$ cat config.mk
export PLATFORM = sky130hd
export DESIGN_NAME = fetch_unit
export DESIGN_NICKNAME = d
export VERILOG_FILES = /design/src/rtl/fetch_unit.sv
export SDC_FILE = /design/constraint.sdc
export NUM_CORES = 1
export LEC_CHECK = 0
export ABC_CLOCK_PERIOD_IN_PS = 2110
export BUFFER_PORTS_ARGS = -buffer_cell sky130_fd_sc_hd__buf_4
export CORE_MARGIN = 4
export CORE_UTILIZATION = 45
export DETAILED_ROUTE_END_ITERATION = 7
export GPL_TIMING_DRIVEN = 0
export PLACE_DENSITY = 0.77
export SLEW_MARGIN = 20
export SYNTH_ARGS = -nofsm -noshare
export SYNTH_HDL_FRONTEND = slang
export SYNTH_SLANG_ARGS = --single-unit
$ cat constraint.sdc
create_clock -name clk -period 2.11 [get_ports clk]
set_clock_uncertainty 0.2 [all_clocks]
set_input_delay 0 -clock clk [delete_from_list [all_inputs] [get_ports clk]]
set_output_delay 0 -clock clk [all_outputs]
set_load 0.05 [all_outputs]
$ cat src/rtl/fetch_unit.sv
// ============================================================================
// fetch_unit: attopu instruction fetch stage (PC, ROM address, bubble insertion)
// Optional build macro FETCH_PERF_EN adds saturating taken/bubble counters.
// Revision: 1.0
// ============================================================================
`default_nettype none

module fetch_unit #(
    parameter logic [15:0] RESET_PC = 16'h0000,
    parameter logic [15:0] BUBBLE   = 16'h8000
) (
    input  logic        clk,
    input  logic        reset,
    input  logic        stall,
    input  logic [1:0]  nextPCSel,
    input  logic [15:0] brAddr,
    input  logic [15:0] regPC,
    output logic [15:0] iAddr,
    output logic        iRen,
    input  logic [15:0] iData,
    output logic [15:0] instruction,
    output logic [15:0] instrPC,
    output logic        instrValid
`ifdef FETCH_PERF_EN
    ,
    output logic [15:0] perfTaken,
    output logic [15:0] perfBubble
`endif
);

    typedef enum logic [1:0] {
        BOOT  = 2'd0,
        RUN   = 2'd1,
        FLUSH = 2'd2
    } state_t;

    state_t      state_q, state_d;
    logic [15:0] fetch_pc_q, fetch_pc_d;
    logic [15:0] instr_pc_q, instr_pc_d;
    logic        redirect;

    always_ff @(posedge clk or posedge reset) begin
        if (reset) begin
            state_q    <= BOOT;
            fetch_pc_q <= RESET_PC;
            instr_pc_q <= 16'h0000;
        end else begin
            state_q    <= state_d;
            fetch_pc_q <= fetch_pc_d;
            instr_pc_q <= instr_pc_d;
        end
    end

    // Only a real instruction may redirect; a bubble's nextPCSel is meaningless.
    always_comb begin
        state_d    = state_q;
        fetch_pc_d = fetch_pc_q;
        instr_pc_d = instr_pc_q;
        redirect   = 1'b0;
        if (!stall) begin
            if (state_q == RUN && (nextPCSel == 2'b01 || nextPCSel == 2'b10)) begin
                redirect   = 1'b1;
                state_d    = FLUSH;
                fetch_pc_d = (nextPCSel == 2'b01) ? (instr_pc_q + brAddr) : regPC;
            end else begin
                state_d    = RUN;
                instr_pc_d = fetch_pc_q;
                fetch_pc_d = fetch_pc_q + 16'd1;
            end
        end
    end

    assign iAddr       = fetch_pc_q;
    assign iRen        = ~stall;
    assign instrValid  = (state_q == RUN);
    assign instruction = instrValid ? iData : BUBBLE;
    assign instrPC     = instr_pc_q;

`ifdef FETCH_PERF_EN
    logic [15:0] perf_taken_q, perf_bubble_q;

    always_ff @(posedge clk or posedge reset) begin
        if (reset) begin
            perf_taken_q  <= 16'h0000;
            perf_bubble_q <= 16'h0000;
        end else begin
            if (redirect && perf_taken_q != 16'hFFFF)
                perf_taken_q <= perf_taken_q + 16'd1;
            if (!stall && !instrValid && perf_bubble_q != 16'hFFFF)
                perf_bubble_q <= perf_bubble_q + 16'd1;
        end
    end

    assign perfTaken  = perf_taken_q;
    assign perfBubble = perf_bubble_q;
`endif

endmodule

`default_nettype wire

==> results.yml <==
global_routing:
  grt_overflow: 0
  grt_max_degree: 35
  antenna_found_initial: 0
  grtUsageTotal: 0.2380
  grt_pass1_wl_um: 13940
  grt_pass1_vias: 2937
logic_synthesis:
  synth-async-reset-ratio: 1.000
  synth_area_leaders: "dfrtp_1, ha_1, mux2_2"
  synth_top_family_by_area: "compound AO/OA/AOI/OAI gates"
  synthCells: 298
  yosysSeqAreaShare: 0.3176
  synth_cell_types: 54
  synth_edf_count: 0
  synthesis.nets: 369
  syn_avg_cell_area_um2: 8.989
  synth.area.mux_share: 0.09435
  syn-cell-area_um2: 2679
  synth_compound_area_frac: 0.2181
  yosys_warnings: 0
  synth_top_area_frac: 0.3176
  synth-seq-cells: 34
  synth_ff_type: "dfrtp_1"
  yosys.area_share.adder: 0.08688
  synth-simple-area-share: 0.2064
  synth_xor_area_frac: 0.04904
  yosysTopAreaCell: "dfrtp_1"
cells_and_area:
  num-nets-final: 505
  final_common_cell: "buf_4"
  finalNonFillerCells: 507
  antenna_cells: 0
  area_delta_synth_final_pct: 54.55
  nFillCells: 414
  layout_common_cells: "buf_4, dfrtp_1, nor2_1"
  seq_area_um2: 862.1
  multiInputGateArea_um2: 1994
  drive_gt1_frac: 0.4621
sta:
  finalCritPeriodShare: 1.175
  clock.fmax_ghz: 0.4035
  maxSlewHeadroom: 0.5012
  hold_viol_final: 1
  worstMarginPinSlew_ps: 747.1
  final.setup.tns_ps: -1557
  period_minus_slack_ps: 2479
  rsz0062_at_grt: "yes"
  slew_violations: 0
  setup_viol: 7
  hold_slack_ps: -5.547
  setup_ws_ps: -368.6
power_and_ir_drop:
  clkPwrFrac: 0.080
  p_sw_frac: 0.5337
  peakVddDrop_mv: 0.8346
  leakage_nw: 1.828
  power_density_nw_per_um2: 1568
  p_switching_w: 0.003466
  p_seq_frac: 0.217
  internal-power_w: 0.003028
  p_total_w: 0.006494
  p_comb_frac: 0.704
critical_path:
  endpoint_kind: "register"
  crit_buf_inv: 0
  worstSetupPathType: "register to register"
  cp.arrival_ps: 2450
  start_kind: "register"
  crit_required_ps: 2080
  path_max_fanout: 2
  crit_slowest_cell: "dfrtp_2"
  cp_cell_sequence: "ha_4 -> fa_2 -> a211oi_4 -> o21ai_2 -> a211o_1 -> a31oi_2 -> xor2_1 -> o21ai_1"
  crit_family: "compound AO/OA/AOI/OAI gates"
  cpPeakStageDelay_ps: 430
  r2r_setup_slack_ps: -370
route:
  totalWireLength_um: 8772
  vias_per_cell: 5.647
  drt.antenna.violating_nets: 0
  drtPass1Iterations: 4
  drc: 0
  wire_per_inst_um: 17.30
  drtIter0Drc: 253
  vias: 2863
floorplan:
  fp.dieW_um: 85.16
  fp-row-count: 27
  die_y_um: 85.16
  core_area_um2: 5642
  die-area_um2: 7251
  ios: 103
  initial_utilization: 0.4748
run_status:
  status: "complete, but fails checks"
  violations: "hold timing, setup timing"
placed_design:
  port_buffers: 101
  post-place-ws_ps: -387.8
  dp_hpwl_um: 6179
  dp_cells: 471
  place.gp.congestion: 0.8569
clock_network:
  cts.sinks: 34
  clk_pin_slew_ps: 70
  cts_tree: "built"
  clock-root-buffer: "clkbuf_8"
  insertion_delay_ps: 290
  h-tree-depth: 2
  clock_path_buffers: 2
  cts_buffers: 5
worst_hold_path:
  hold_path_class: "primary input to register"
run:
  maxCapViolations: 0
[metal layers]
| metal | vias to the layer above | global-route usage | part of all wire |
|---|---|---|---|
| li1 | 1362 | - | - |
| met1 | 1359 | 0.2930 | 0.39 |
| met2 | 130 | 0.4209 | 0.52 |
| met3 | 12 | 0.03981 | 0.069 |
| met4 | 0 | 0.07626 | 0.017 |
| met5 | - | 0 | 0 |
[logic make-up after synthesis]
family | count (synthesis)
simple gates | 101
compound gates | 90
flops | 34
mux | 23
fa+ha+maj | 18
buf+inv | 17
xor+xnor | 15
[power groups by stage]
stage / logic, W / clock network (W) / registers [W]
2_1_floorplan: 0.00191 / 0 / 0.00234
3_3_place_gp: 0.00395 / 0 / 0.00137
3_5_place_dp: 0.00400 / 0 / 0.00139
4_1_cts: 0.00431 / 0.000520 / 0.00138
5_1_grt: 0.00484 / 0.000564 / 0.00145
6_report: 0.00457 / 0.000518 / 0.00141
[worst paths after layout]
path,from,to,depth (start not counted)
max,instrPC[0],iAddr[12],8
min,brAddr[11],iAddr[11],4
max reg2reg,instrPC[0],iAddr[12],8
min reg2reg,state_q[0],state_q[0],2
max in group asynchronous,reset,instrPC[10],3
min in group asynchronous,reset,state_q[1],3
[worst register-to-register path: stages (launching register included)]
cell and delay (ps):
dfrtp_2 430, ha_4 170, fa_2 380, a211oi_4 270, o21ai_2 120, a211o_1 290
a31oi_2 230, xor2_1 190, o21ai_1 80
[layout make-up]
class,instances,share of cell area
plain buffers,12,0.01360
flip-flops and latches,34,0.2082
repair buffers,129,0.2481
well taps,72,0.02176
inverters,5,0.004533
multi-input cells,247,0.4817
clock buffers,7,0.02085
clock inverters,1,0.001209
[per-stage QoR]
| step | utilization | cell area [um^2] |
|---|---|---|
| global placement | 0.6356 | 3586 |
| global route | 0.7339 | 4140 |
| floorplan | - | 2738 |
| detailed placement | 0.6356 | 3586 |
| finish | 0.7339 | 4140 |
| CTS | 0.7086 | 3998 |
[synth_stat cells (all sizes together) (2+ instances only)]
library cell / instances
o21bai: 3
nor3b: 3
mux2i: 5
o22ai: 4
buf: 6
o211ai: 2
nand2: 18
nor3: 8
o21ai: 23
nand4: 2
ha: 17
nand3: 13
o32ai: 2
clkbuf: 6
inv: 4
and3: 5
xnor2: 8
nand2b: 2
mux2: 18
a211oi: 5
or2: 2
nand3b: 2
xor2: 7
and2: 15
a211o: 2
dfrtp: 34
a31oi: 5
a21o: 9
a221oi: 2
a21oi: 27
nor2: 28
[flip-flops by register name, indices dropped and copies added (netlist names)]
register	count
iAddr	16
state_q	2
instrPC	16
[repair_timing]
item,4_1_cts,5_1_grt
hold buffers,18,1
setup buffers,6,3
pin swaps,16,16
resized for setup,17,25
gates cloned,0,0
hold endpoints to repair,48,1
endpoints found under the setup margin,9,14
(Power assumes the default switching activity.)
